==> src/rtl/sram_bus_arbiter_if.sv <==
// SRAM-like request/response port bundle shared by both requesters and the bus.
// Master drives the request fields and receives the address/data handshakes.
// Slave accepts the request fields and drives addr_ok/data_ok/rdata back.
`timescale 1ns/1ps
interface sram_bus_arbiter_if;
  logic        req;
  logic        wr;
  logic [1:0]  size;
  logic [3:0]  wstrb;
  logic [31:0] addr;
  logic [31:0] wdata;
  logic        addr_ok;
  logic        data_ok;
  logic [31:0] rdata;

  modport master (
    output req, wr, size, wstrb, addr, wdata,
    input  addr_ok, data_ok, rdata
  );

  modport slave (
    input  req, wr, size, wstrb, addr, wdata,
    output addr_ok, data_ok, rdata
  );
endinterface

==> src/rtl/sram_bus_arbiter.sv <==
// Two-requester (inst/data) arbiter onto one SRAM-like bus port, data side has priority.
// Latency: request, addr_ok and data_ok paths are combinational; FIFO/lock update next edge.
// Backpressure: grant locked until addr_ok; m_req held low while MAX_OUTSTANDING ids in flight.
`timescale 1ns/1ps
module sram_bus_arbiter #(
  parameter int MAX_OUTSTANDING = 2
) (
  input  logic                     clk,
  input  logic                     reset,
  sram_bus_arbiter_if.slave        inst,
  sram_bus_arbiter_if.slave        data,
  sram_bus_arbiter_if.master       m,
  output logic                     err
);

  localparam logic [2:0] CNT_MAX  = 3'(MAX_OUTSTANDING);
  localparam logic [1:0] PTR_LAST = 2'(MAX_OUTSTANDING - 1);

  // Lock state: idle, or grant pinned to one requester until its address is accepted.
  typedef enum logic [1:0] {
    LK_IDLE = 2'd0,
    LK_INST = 2'd1,
    LK_DATA = 2'd2
  } lock_state_e;

  lock_state_e state, state_nxt;

  logic       lock_v;
  logic       lock_id;
  logic       grant;
  logic       gnt_req;
  logic       full;
  logic       empty;
  logic       push;
  logic       pop;
  logic       head;
  logic       drop;
  logic       err_set;
  logic [2:0] count;
  logic [1:0] wr_ptr;
  logic [1:0] rd_ptr;
  logic [3:0] ids;   // outstanding requester ids (0 = inst, 1 = data); only [0..MAX-1] used

  function automatic logic [1:0] ptr_inc(input logic [1:0] p);
    return (p == PTR_LAST) ? 2'd0 : p + 2'd1;
  endfunction

  assign lock_v  = (state != LK_IDLE);
  assign lock_id = (state == LK_DATA);
  assign full    = (count == CNT_MAX);
  assign empty   = (count == 3'd0);
  assign head    = ids[rd_ptr];

  // Grant selection and request mux towards the bus; data side is the idle default.
  always_comb begin
    grant = 1'b1;
    if (lock_v)
      grant = lock_id;
    else if (inst.req && !data.req)
      grant = 1'b0;

    gnt_req = grant ? data.req : inst.req;
    m.req   = gnt_req && !full && !reset;
    m.wr    = grant ? data.wr    : inst.wr;
    m.size  = grant ? data.size  : inst.size;
    m.wstrb = grant ? data.wstrb : inst.wstrb;
    m.addr  = grant ? data.addr  : inst.addr;
    m.wdata = grant ? data.wdata : inst.wdata;
  end

  // Handshake routing back to the requesters; responses follow the FIFO head.
  always_comb begin
    push = m.req && m.addr_ok;
    pop  = m.data_ok && !empty;

    inst.addr_ok = m.addr_ok && !full && !reset && !grant;
    data.addr_ok = m.addr_ok && !full && !reset && grant;
    inst.data_ok = pop && !reset && !head;
    data.data_ok = pop && !reset && head;
    inst.rdata   = m.rdata;
    data.rdata   = m.rdata;
  end

  // Lock next-state: set on an unaccepted request, cleared on accept or requester drop.
  always_comb begin
    state_nxt = state;
    drop      = 1'b0;
    if (lock_v && !gnt_req) begin
      // Locked requester withdrew before its address was accepted.
      state_nxt = LK_IDLE;
      drop      = 1'b1;
    end else if (push) begin
      state_nxt = LK_IDLE;
    end else if (m.req) begin
      state_nxt = grant ? LK_DATA : LK_INST;
    end
    err_set = drop || (m.data_ok && empty);
  end

  // Lock state register.
  always_ff @(posedge clk) begin
    if (reset)
      state <= LK_IDLE;
    else
      state <= state_nxt;
  end

  // Outstanding-id FIFO: push at tail on accept, pop head on response, in-order return.
  always_ff @(posedge clk) begin
    if (reset) begin
      count  <= 3'd0;
      wr_ptr <= 2'd0;
      rd_ptr <= 2'd0;
      ids    <= 4'd0;
    end else begin
      if (push) begin
        ids[wr_ptr] <= grant;
        wr_ptr      <= ptr_inc(wr_ptr);
      end
      if (pop)
        rd_ptr <= ptr_inc(rd_ptr);
      if (push && !pop)
        count <= count + 3'd1;
      else if (pop && !push)
        count <= count - 3'd1;
    end
  end

  // Sticky protocol error flag.
  always_ff @(posedge clk) begin
    if (reset)
      err <= 1'b0;
    else if (err_set)
      err <= 1'b1;
  end

endmodule
==> src/flat_wrapper.sv <==
// flat-port wrapper written by rule: the top's interface ports become plain ports
module sram_bus_arbiter_flat 
#(
  parameter int MAX_OUTSTANDING = 2
)
  (clk, reset, err, inst_req, inst_wr, inst_size, inst_wstrb, inst_addr, inst_wdata, inst_addr_ok, inst_data_ok, inst_rdata, data_req, data_wr, data_size, data_wstrb, data_addr, data_wdata, data_addr_ok, data_data_ok, data_rdata, m_req, m_wr, m_size, m_wstrb, m_addr, m_wdata, m_addr_ok, m_data_ok, m_rdata);
  sram_bus_arbiter_if inst_i ();
  sram_bus_arbiter_if data_i ();
  sram_bus_arbiter_if m_i ();
  input  logic clk;
  input  logic reset;
  output logic err;
  input wire logic [$bits(inst_i.req)-1:0] inst_req;
  input wire logic [$bits(inst_i.wr)-1:0] inst_wr;
  input wire logic [$bits(inst_i.size)-1:0] inst_size;
  input wire logic [$bits(inst_i.wstrb)-1:0] inst_wstrb;
  input wire logic [$bits(inst_i.addr)-1:0] inst_addr;
  input wire logic [$bits(inst_i.wdata)-1:0] inst_wdata;
  output wire logic [$bits(inst_i.addr_ok)-1:0] inst_addr_ok;
  output wire logic [$bits(inst_i.data_ok)-1:0] inst_data_ok;
  output wire logic [$bits(inst_i.rdata)-1:0] inst_rdata;
  input wire logic [$bits(data_i.req)-1:0] data_req;
  input wire logic [$bits(data_i.wr)-1:0] data_wr;
  input wire logic [$bits(data_i.size)-1:0] data_size;
  input wire logic [$bits(data_i.wstrb)-1:0] data_wstrb;
  input wire logic [$bits(data_i.addr)-1:0] data_addr;
  input wire logic [$bits(data_i.wdata)-1:0] data_wdata;
  output wire logic [$bits(data_i.addr_ok)-1:0] data_addr_ok;
  output wire logic [$bits(data_i.data_ok)-1:0] data_data_ok;
  output wire logic [$bits(data_i.rdata)-1:0] data_rdata;
  output wire logic [$bits(m_i.req)-1:0] m_req;
  output wire logic [$bits(m_i.wr)-1:0] m_wr;
  output wire logic [$bits(m_i.size)-1:0] m_size;
  output wire logic [$bits(m_i.wstrb)-1:0] m_wstrb;
  output wire logic [$bits(m_i.addr)-1:0] m_addr;
  output wire logic [$bits(m_i.wdata)-1:0] m_wdata;
  input wire logic [$bits(m_i.addr_ok)-1:0] m_addr_ok;
  input wire logic [$bits(m_i.data_ok)-1:0] m_data_ok;
  input wire logic [$bits(m_i.rdata)-1:0] m_rdata;
  assign inst_i.req = inst_req;
  assign inst_i.wr = inst_wr;
  assign inst_i.size = inst_size;
  assign inst_i.wstrb = inst_wstrb;
  assign inst_i.addr = inst_addr;
  assign inst_i.wdata = inst_wdata;
  assign inst_addr_ok = inst_i.addr_ok;
  assign inst_data_ok = inst_i.data_ok;
  assign inst_rdata = inst_i.rdata;
  assign data_i.req = data_req;
  assign data_i.wr = data_wr;
  assign data_i.size = data_size;
  assign data_i.wstrb = data_wstrb;
  assign data_i.addr = data_addr;
  assign data_i.wdata = data_wdata;
  assign data_addr_ok = data_i.addr_ok;
  assign data_data_ok = data_i.data_ok;
  assign data_rdata = data_i.rdata;
  assign m_req = m_i.req;
  assign m_wr = m_i.wr;
  assign m_size = m_i.size;
  assign m_wstrb = m_i.wstrb;
  assign m_addr = m_i.addr;
  assign m_wdata = m_i.wdata;
  assign m_i.addr_ok = m_addr_ok;
  assign m_i.data_ok = m_data_ok;
  assign m_i.rdata = m_rdata;
  sram_bus_arbiter #(.MAX_OUTSTANDING(MAX_OUTSTANDING)) u_core (.clk(clk), .reset(reset), .inst(inst_i), .data(data_i), .m(m_i), .err(err));
endmodule
==> config.mk <==
export PLATFORM = sky130hd
export DESIGN_NAME = sram_bus_arbiter_flat
export DESIGN_NICKNAME = d
export VERILOG_FILES = /design/src/rtl/sram_bus_arbiter_if.sv /design/src/rtl/sram_bus_arbiter.sv /design/src/flat_wrapper.sv
export SDC_FILE = /design/constraint.sdc
export NUM_CORES = 1
export LEC_CHECK = 0
export ABC_AREA = 1
export ABC_CLOCK_PERIOD_IN_PS = 5350
export CAP_MARGIN = 20
export CELL_PAD_IN_SITES_DETAIL_PLACEMENT = 1
export CELL_PAD_IN_SITES_GLOBAL_PLACEMENT = 2
export CORE_MARGIN = 8
export CORE_UTILIZATION = 10
export CTS_BUF_LIST = sky130_fd_sc_hd__clkbuf_4 sky130_fd_sc_hd__clkbuf_8
export CTS_CLUSTER_DIAMETER = 100
export DETAILED_ROUTE_END_ITERATION = 16
export PLACE_DENSITY_LB_ADDON = 0.1
export SETUP_SLACK_MARGIN = 0.5
export SLEW_MARGIN = 20
export SYNTH_ARGS = -nofsm -noshare
export SYNTH_HDL_FRONTEND = slang
export SYNTH_SLANG_ARGS = --single-unit
==> constraint.sdc <==
create_clock -name clk -period 5.35 [get_ports clk]
set_clock_uncertainty 0.2 [all_clocks]
set_input_delay 0.8025 -clock clk [delete_from_list [all_inputs] [get_ports clk]]
set_output_delay 0.8025 -clock clk [all_outputs]
set_load 0.1 [all_outputs]
* Yosys cells after proc, flatten, opt, wreduce, memory -nomap -nowiden *
Index checks and enable logic that the tools add are counted.

storage, ports and cells
  register bits = 14
  bits of input ports = 180
  output and inout bits = 141
  logic and storage cells = 67

cells by class
  add/subtract/negate cells = 4
  order comparisons = 3
  equality and inequality tests = 4
  mux-type cells = 19
  reduce and logical (&&, ||, !) cells = 31

operator list
  operator             count
  $mux 32              2
  $logic_and 1x1->1    17
  $logic_not 1->1      9
  $mux 2               4
  $mux 1               7
  $lt 2x3->1 const B   2
  $mux 3               2
  $add 2x1->2 const B  2
  $bwmux 4             1
  $eq 2x1->1 const B   2
  $mux 4               1
  $reduce_bool 2->1    2
  $add 3x1->3 const B  1
  $eq 3x2->1 const B   1
  $logic_not 3->1      1
  $reduce_or 3->1      1
  $sub 3x1->3 const B  1
  $bmux 1 s2           1
  $demux 1 s2          1
  $eq 2x2->1 const B   1
  $ge 2x1->1 const B   1
  $logic_or 1x1->1     1

* Longest topological paths before layout *
Gate-level depths: netlist of run 1.

  depth after elaboration = 12
  mapped depth = 13
  depth with buffers taken out = 12

* Worst setup path after synthesis of run 1 *
No wires, ideal clock.

  kind = in2out
  start = input port m_data_ok
  end = output port data_data_ok
  arrival = 3.069 ns
  data required time = 4.348 ns
  slack = 1.278 ns
  stages on the path = 4
  buffers on the path = 0
  path through = inv_1 a21oi_1 inv_1 nor3_1

between the ends
  word-level cells in the longest chain between the ends = 3

RTL lines
  what                             line                    text
  start: declaration               flat_wrapper.sv:38      input wire logic [$bits(m_i.data_ok)-1:0] m_data_ok;
  $logic_and 1x1->1                sram_bus_arbiter.sv:74  pop = m.data_ok && !empty;
  $logic_and 1x1->1 (2 in series)  sram_bus_arbiter.sv:79  data.data_ok = pop && !reset && head;
  end: declaration                 flat_wrapper.sv:29      output wire logic [$bits(data_i.data_ok)-1:0] data_data_ok;

No other way between the ends.

* Worst setup path after layout of run 1 *
  start = input port reset
  end = output port inst_data_ok

between the ends
  word-level cells in the longest chain between the ends = 3

RTL lines
  what                             line                    text
  start: declaration               flat_wrapper.sv:11      input logic reset;
  $logic_not 1->1                  sram_bus_arbiter.sv:78  inst.data_ok = pop && !reset && !head;
  $logic_and 1x1->1 (2 in series)  sram_bus_arbiter.sv:78
  end: declaration                 flat_wrapper.sv:20      output wire logic [$bits(inst_i.data_ok)-1:0] inst_data_ok;

No other way between the ends.

==> out/metrics.cfg, run 1 <==
[run_status]
status=finished, final reports clean

[pwr]
leakagePower_nw=2.23
peakVddDrop_v=0.000171
seqPwrFrac=0.084
swShare=0.604
power_density_mw_per_mm2=353
clock_power_share=0.051
combPwrFrac=0.865
power.switching_mw=1.04
p_int_mw=0.681

[route]
wl_mm=13.1
drc_errors=0
firstDrtPassIters=4
wl_per_cell_um=16.0
drtIter0Drc=74
postRouteAntennaNets=0
vias_per_cell=3.47
via_count=2831

[clock_tree]
htreeDepth=1
cts_hold_buf=0
cts.sinks=14
root_buffer=clkbuf_8
clk_latency_ns=0.24
postCtsSetupBuffers=0
clk_pin_slew_ns=0.06
numCtsBuffers=3
cts_tree=done
cts_resized=0
clockBufferDepth=2

[worst_hold_path]
min_path_type=reg2reg
hp-start=u_core.rd_ptr[1]
worstHoldPathCells=2
hold_path_end=u_core.rd_ptr[1]

[synthesis]
synth_nets=579
synth.largest_area_cell=nand2_1
yosysSeqAreaShare=0.135
ys_seq_elements=14
ys_types=22
synth.top_cells.by_area=nand2_1, buf_4, dfxtp_1
ys_warn_count=0
yosys.area.top_type_share=0.415
syn-cell-area_sq_mm=0.00208
post_synth.cell_area_avg_sq_um=5.24
synth_cells=397

[timing]
fmax_ghz=0.254
setup_viol=0
slew-limit-headroom=0.349
post-route-period-util=0.736
worst_pin_slew_ns=0.974
slew_viol_final=0
layout_setup_ws_ns=1.41
rsz0062_at_grt=no
setup_tns_ns=0
hold_violations=0
fin_crit_ns=3.94

[worst_setup_path]
startpoint_type=input port
cp_top_family=buffers and inverters
r2r_cells=11
crit_slowest_cell=clkdlybuf4s50_1
rr_endpoint=u_core.count[2]
cpMostUsedCell=clkdlybuf4s50_1
crit_chain=clkdlybuf4s50_1 -> inv_1 -> and3_1 -> clkdlybuf4s50_1
cp.depth=4
setup.worst_path.class=in2out
critical_path_arrival_ns=2.94
critPathRequiredTime_ns=4.35
path_max_fanout=11
worst_setup_path_end_kind=output pin
r2r_start=u_core.count[0]
ff2ff_setup_slack_ns=2.68
slowest_delay_ns=1.13
worst-path-buf-inv=3

[cells_and_area]
diodes=0
regArea_sq_um=280
syn2layout_area_growth_pct=134
multi_input_area_sq_mm=0.00115
nets=731
layout_commonest_cell=nand2_1
layout-drive-gt1-share=0.159
fillerInstances=2449
final_cell_mix=nand2_1, clkdlybuf4s50_1, buf_12

[placement]
port_buffers=224
gp_congestion=0.762
hpwlAfterDp_mm=11.3
post-place-ws_ns=1.39

[die]
row_count=52
dieHeight_um=160
fp.dieArea_sq_mm=0.0257
core_sq_mm=0.0203
boundaryPins=321
floorplan.initialDensity=0.103
die_x_um=160

[global_routing]
grt-ovfl-total=0
antenna_found_initial=0
grt_pass1_wl_mm=19.1
grtUsageTotal=0.0957
first_global_vias=3045
grt_start_max_net_pins=48

[flow_run]
max_cap_viol_count=0

==> metal layers <==
layer	track usage	share of wire	vias up
met5	0	0	-
met1	0.0940	0.36	1257
met2	0.187	0.54	119
li1	-	-	1425
met3	0.0332	0.077	30
met4	0.0221	0.022	0
==> worst max-delay path by stage <==
stage	start	to	slack, ns
after floorplan	m_data_ok	data_data_ok	1.28
after global placement	reset	inst_data_ok	1.38
after detailed placement	reset	inst_data_ok	1.39
after CTS	reset	inst_data_ok	1.37
after global routing	reset	inst_data_ok	1.29
final	reset	inst_data_ok	1.41
==> kinds of logic after synthesis <==
group                      share of synthesized area
DFF                                            0.135
adders and majority gates                     0.0156
AOI/OAI and AO/OA                             0.0415
xor gates and xnor gates                     0.00421
buffers and inverters                          0.311
and+or+nand+nor                                0.493
==> through the flow <==
step / hold slack, ns / util / instance area [sq um] / std cells / power (mW)
4_1_cts: 0.271 / 0.240 / 4860 / 817 / 1.74
3_5_place_dp: 0.262 / 0.238 / 4820 / 814 / 1.65
6_report: 0.267 / 0.240 / 4860 / 817 / 1.72
3_3_place_gp: 0.250 / 0.238 / 4820 / 814 / 1.64
5_1_grt: 0.290 / 0.240 / 4860 / 817 / 1.80
2_1_floorplan: 0.231 / - / 2080 / 397 / 1.27
==> power by group through the flow <==
stage / Sequential, mW / Clock (mW) / Combinational (mW)
4_1_cts: 0.145 / 0.0938 / 1.51
2_1_floorplan: 0.161 / 0 / 1.11
6_report: 0.144 / 0.0882 / 1.49
3_5_place_dp: 0.147 / 0 / 1.50
3_3_place_gp: 0.147 / 0 / 1.50
5_1_grt: 0.148 / 0.0963 / 1.55
==> Yosys cell counts <==
cell	instances
nand2_1	230
buf_4	68
nor2_1	19
inv_1	15
dfxtp_1	14
a21oi_1	10
nand3_1	9
buf_2	7
o21ai_0	6
clkbuf_1	4
buf_6	2
inv_2	2
nand2_2	2
a31oi_1	1
and3_1	1
fa_1	1
ha_1	1
nand3_2	1
nor2_2	1
nor3_1	1
or2_0	1
xor2_1	1
==> flip-flops by register name, summed over array words and instances (netlist names) <==
name and flops:
u_core.state 2, u_core.wr_ptr 2, u_core.ids 4, u_core.rd_ptr 2
u_core.err 1, u_core.count 3
==> worst register-to-register path: stages (launching register included) <==
cell     delay [ns]
dfxtp_1        0.40
nor2_1         0.10
nand2_1        0.10
nand3_2        0.10
nor2_2         0.44
ha_1           0.24
inv_1          0.07
fa_1           0.38
a21oi_1        0.15
o21ai_0        0.13
o21ai_0        0.17
a21oi_1        0.06
==> layout make-up <==
type / instances / share of cell area
Clock buffer: 3 / 0.00849
Multi-Input combinational cell: 285 / 0.237
Tap cell: 270 / 0.0694
Inverter: 17 / 0.0131
Timing Repair Buffer: 228 / 0.614
Sequential cell: 14 / 0.0576
(Power assumes the default switching activity.)
==> run 2, diff against run 1 <==
--- a/config.mk
+++ b/config.mk
@@ -6,7 +6,7 @@
 export NUM_CORES = 1
 export LEC_CHECK = 0
 export ABC_AREA = 1
-export ABC_CLOCK_PERIOD_IN_PS = 5350
+export ABC_CLOCK_PERIOD_IN_PS = 3500
 export CAP_MARGIN = 20
 export CELL_PAD_IN_SITES_DETAIL_PLACEMENT = 1
 export CELL_PAD_IN_SITES_GLOBAL_PLACEMENT = 2
==> constraint.sdc (replaced) <==
create_clock -name clk -period 3.5 [get_ports clk]
set_clock_uncertainty 0.2 [all_clocks]
set_input_delay 0.525 -clock clk [delete_from_list [all_inputs] [get_ports clk]]
set_output_delay 0.525 -clock clk [all_outputs]
set_load 0.1 [all_outputs]
==> out/metrics.cfg, run 2 (synthesis results as in run 1) <==
[run_status]
status=finished, final reports clean

[clock_tree]
htreeDepth=1  ; unchanged
root_buffer=clkbuf_8
cts_hold_buf=0  ; unchanged
numCtsBuffers=3  ; unchanged
cts_tree=done
cts_resized=0  ; unchanged
postCtsSetupBuffers=0  ; unchanged
clk_latency_ns=0.25  ; about the same
clockBufferDepth=2  ; unchanged
clk_pin_slew_ns=0.07  ; about the same
cts.sinks=14  ; unchanged

[flow_run]
max_cap_viol_count=0  ; unchanged

[die]
dieHeight_um=160  ; unchanged
core_sq_mm=0.0203  ; unchanged
die_x_um=160  ; unchanged
boundaryPins=321  ; unchanged
floorplan.initialDensity=0.103  ; unchanged
row_count=52  ; unchanged
fp.dieArea_sq_mm=0.0257  ; unchanged

[timing]
setup_viol=0  ; unchanged
hold_violations=0  ; unchanged
slew-limit-headroom=0.744  ; +0.395
setup_tns_ns=0  ; unchanged
fin_crit_ns=2.86
slew_viol_final=0  ; unchanged
rsz0062_at_grt=yes
fmax_ghz=0.350
layout_setup_ws_ns=0.640  ; -0.771 ns
worst_pin_slew_ns=0.384  ; -0.589 ns
post-route-period-util=0.817

[pwr]
peakVddDrop_v=0.000244  ; +43%
leakagePower_nw=2.27  ; +1.6%
power_density_mw_per_mm2=541  ; +53%

[worst_setup_path]
ff2ff_setup_slack_ns=1.24  ; -1.44 ns
startpoint_type=input port
worst_setup_path_end_kind=output pin
slowest_delay_ns=0.49  ; -0.64 ns
critPathRequiredTime_ns=2.77  ; -1.58 ns
setup.worst_path.class=in2out
startpoint=inst_req
rr_endpoint=u_core.count[2]
r2r_cells=11  ; unchanged
crit_slowest_cell=clkdlybuf4s50_1
critical_path_arrival_ns=2.13  ; -0.81 ns
path_max_fanout=77  ; +66
r2r_start=u_core.count[0]
crit_chain=clkdlybuf4s50_1 -> nand3_1 -> nand2_2 -> buf_12 -> nand2_1 -> nand2_1 -> buf_12
crit_end=m_addr[10]

[placement]
dpl-instance-area_sq_mm=0.00487  ; +1.0%
gp_congestion=0.788  ; +3.4%
port_buffers=224  ; unchanged
hpwlAfterDp_mm=11.5  ; +2.1%
post-place-ws_ns=0.552  ; -0.834 ns

[cells_and_area]
nets=733  ; +0.27%
layout-drive-gt1-share=0.171  ; +0.0119
syn2layout_area_growth_pct=137
reg_top3=u_core.ids x4, u_core.count x3
fin_area_sq_mm=0.00493  ; +1.4%
fillerInstances=2441  ; -0.33%
regArea_sq_um=280  ; unchanged
layout_commonest_cell=nand2_1
largest-register=u_core.ids
utilization=0.243  ; +0.00333
multi_input_area_sq_mm=0.00116  ; +0.43%
largest_register_ffs=4  ; unchanged
final_cell_mix=nand2_1, clkdlybuf4s50_1, buf_12

[route]
firstDrtPassIters=4  ; unchanged
via_count=2882  ; +1.8%
drtIter0Drc=112  ; +51%
wl_mm=13.5  ; +2.9%
postRouteAntennaNets=0  ; unchanged
wl_per_cell_um=16.4  ; +2.4%
vias_per_cell=3.51  ; +1.3%
drc_errors=0  ; unchanged

[global_routing]
first_global_vias=3192  ; +4.8%
antenna_found_initial=0  ; unchanged
grt_pass1_wl_mm=20.1  ; +5.5%
grtUsageTotal=0.0999  ; +0.00419
grt_start_max_net_pins=78  ; +63%
grt-ovfl-total=0  ; unchanged

[worst_hold_path]
min_path_type=reg2reg
worstHoldPathCells=2  ; unchanged

==> run 2: cell count changes in the layout (fill, tap and decap cells not counted), sizes merged <==
cell           change
buf                +5
clkdlybuf4s50      -3
clkbuf             +1
clkinv             +1
diode              +1
inv                -1
==> run 2: worst min path at each step <==
stage | to | startpoint | slack [ns]
detailed placement | u_core.rd_ptr[1] | u_core.rd_ptr[1] | 0.26
global placement | u_core.rd_ptr[1] | u_core.rd_ptr[1] | 0.25
CTS | u_core.rd_ptr[1] | u_core.rd_ptr[1] | 0.27
floorplan | u_core.rd_ptr[1] | u_core.rd_ptr[1] | 0.23
global route | u_core.rd_ptr[1] | u_core.rd_ptr[1] | 0.29
finish | u_core.rd_ptr[1] | u_core.rd_ptr[1] | 0.27
==> run 2: layout make-up <==
cell class	instances	share of cell area
diodes	1	0.000507
inverters	17	0.0132
flip-flops and latches	14	0.0568
multi-input cells	285	0.235
clock buffers	4	0.0112
repair buffers	230	0.615
well taps	270	0.0685
==> run 2: power breakdown <==
part,internal (mW),switching (mW),total (mW)
clock network,0.0997,0.0637,0.163
logic,0.783,1.50,2.29
registers,0.193,0.0276,0.221
total,1.08,1.59,2.67
==> run 2: per-stage QoR <==
| step | cells | power, mW | hold slack [ns] |
|---|---|---|---|
| 3_5_place_dp | 816 | 2.54 | 0.257 |
| 3_3_place_gp | 816 | 2.53 | 0.251 |
| 2_1_floorplan | 397 | 1.95 | 0.231 |
| 5_1_grt | 820 | 2.80 | 0.289 |
| 6_report | 821 | 2.67 | 0.265 |
| 4_1_cts | 820 | 2.71 | 0.268 |
==> run 2: per-layer routing <==
metal	track usage	up-vias	routed length, um
li1	-	1432	-
met1	0.101	1284	4960
met2	0.187	134	7000
met3	0.0362	32	1230
met5	0	-	0
met4	0.0306	0	301
==> run 2: worst max-delay path: cells and delay by family <==
kind	cells	cell delay (ns)
AND/OR/NAND/NOR	4	0.55
buffers and inverters	3	0.98
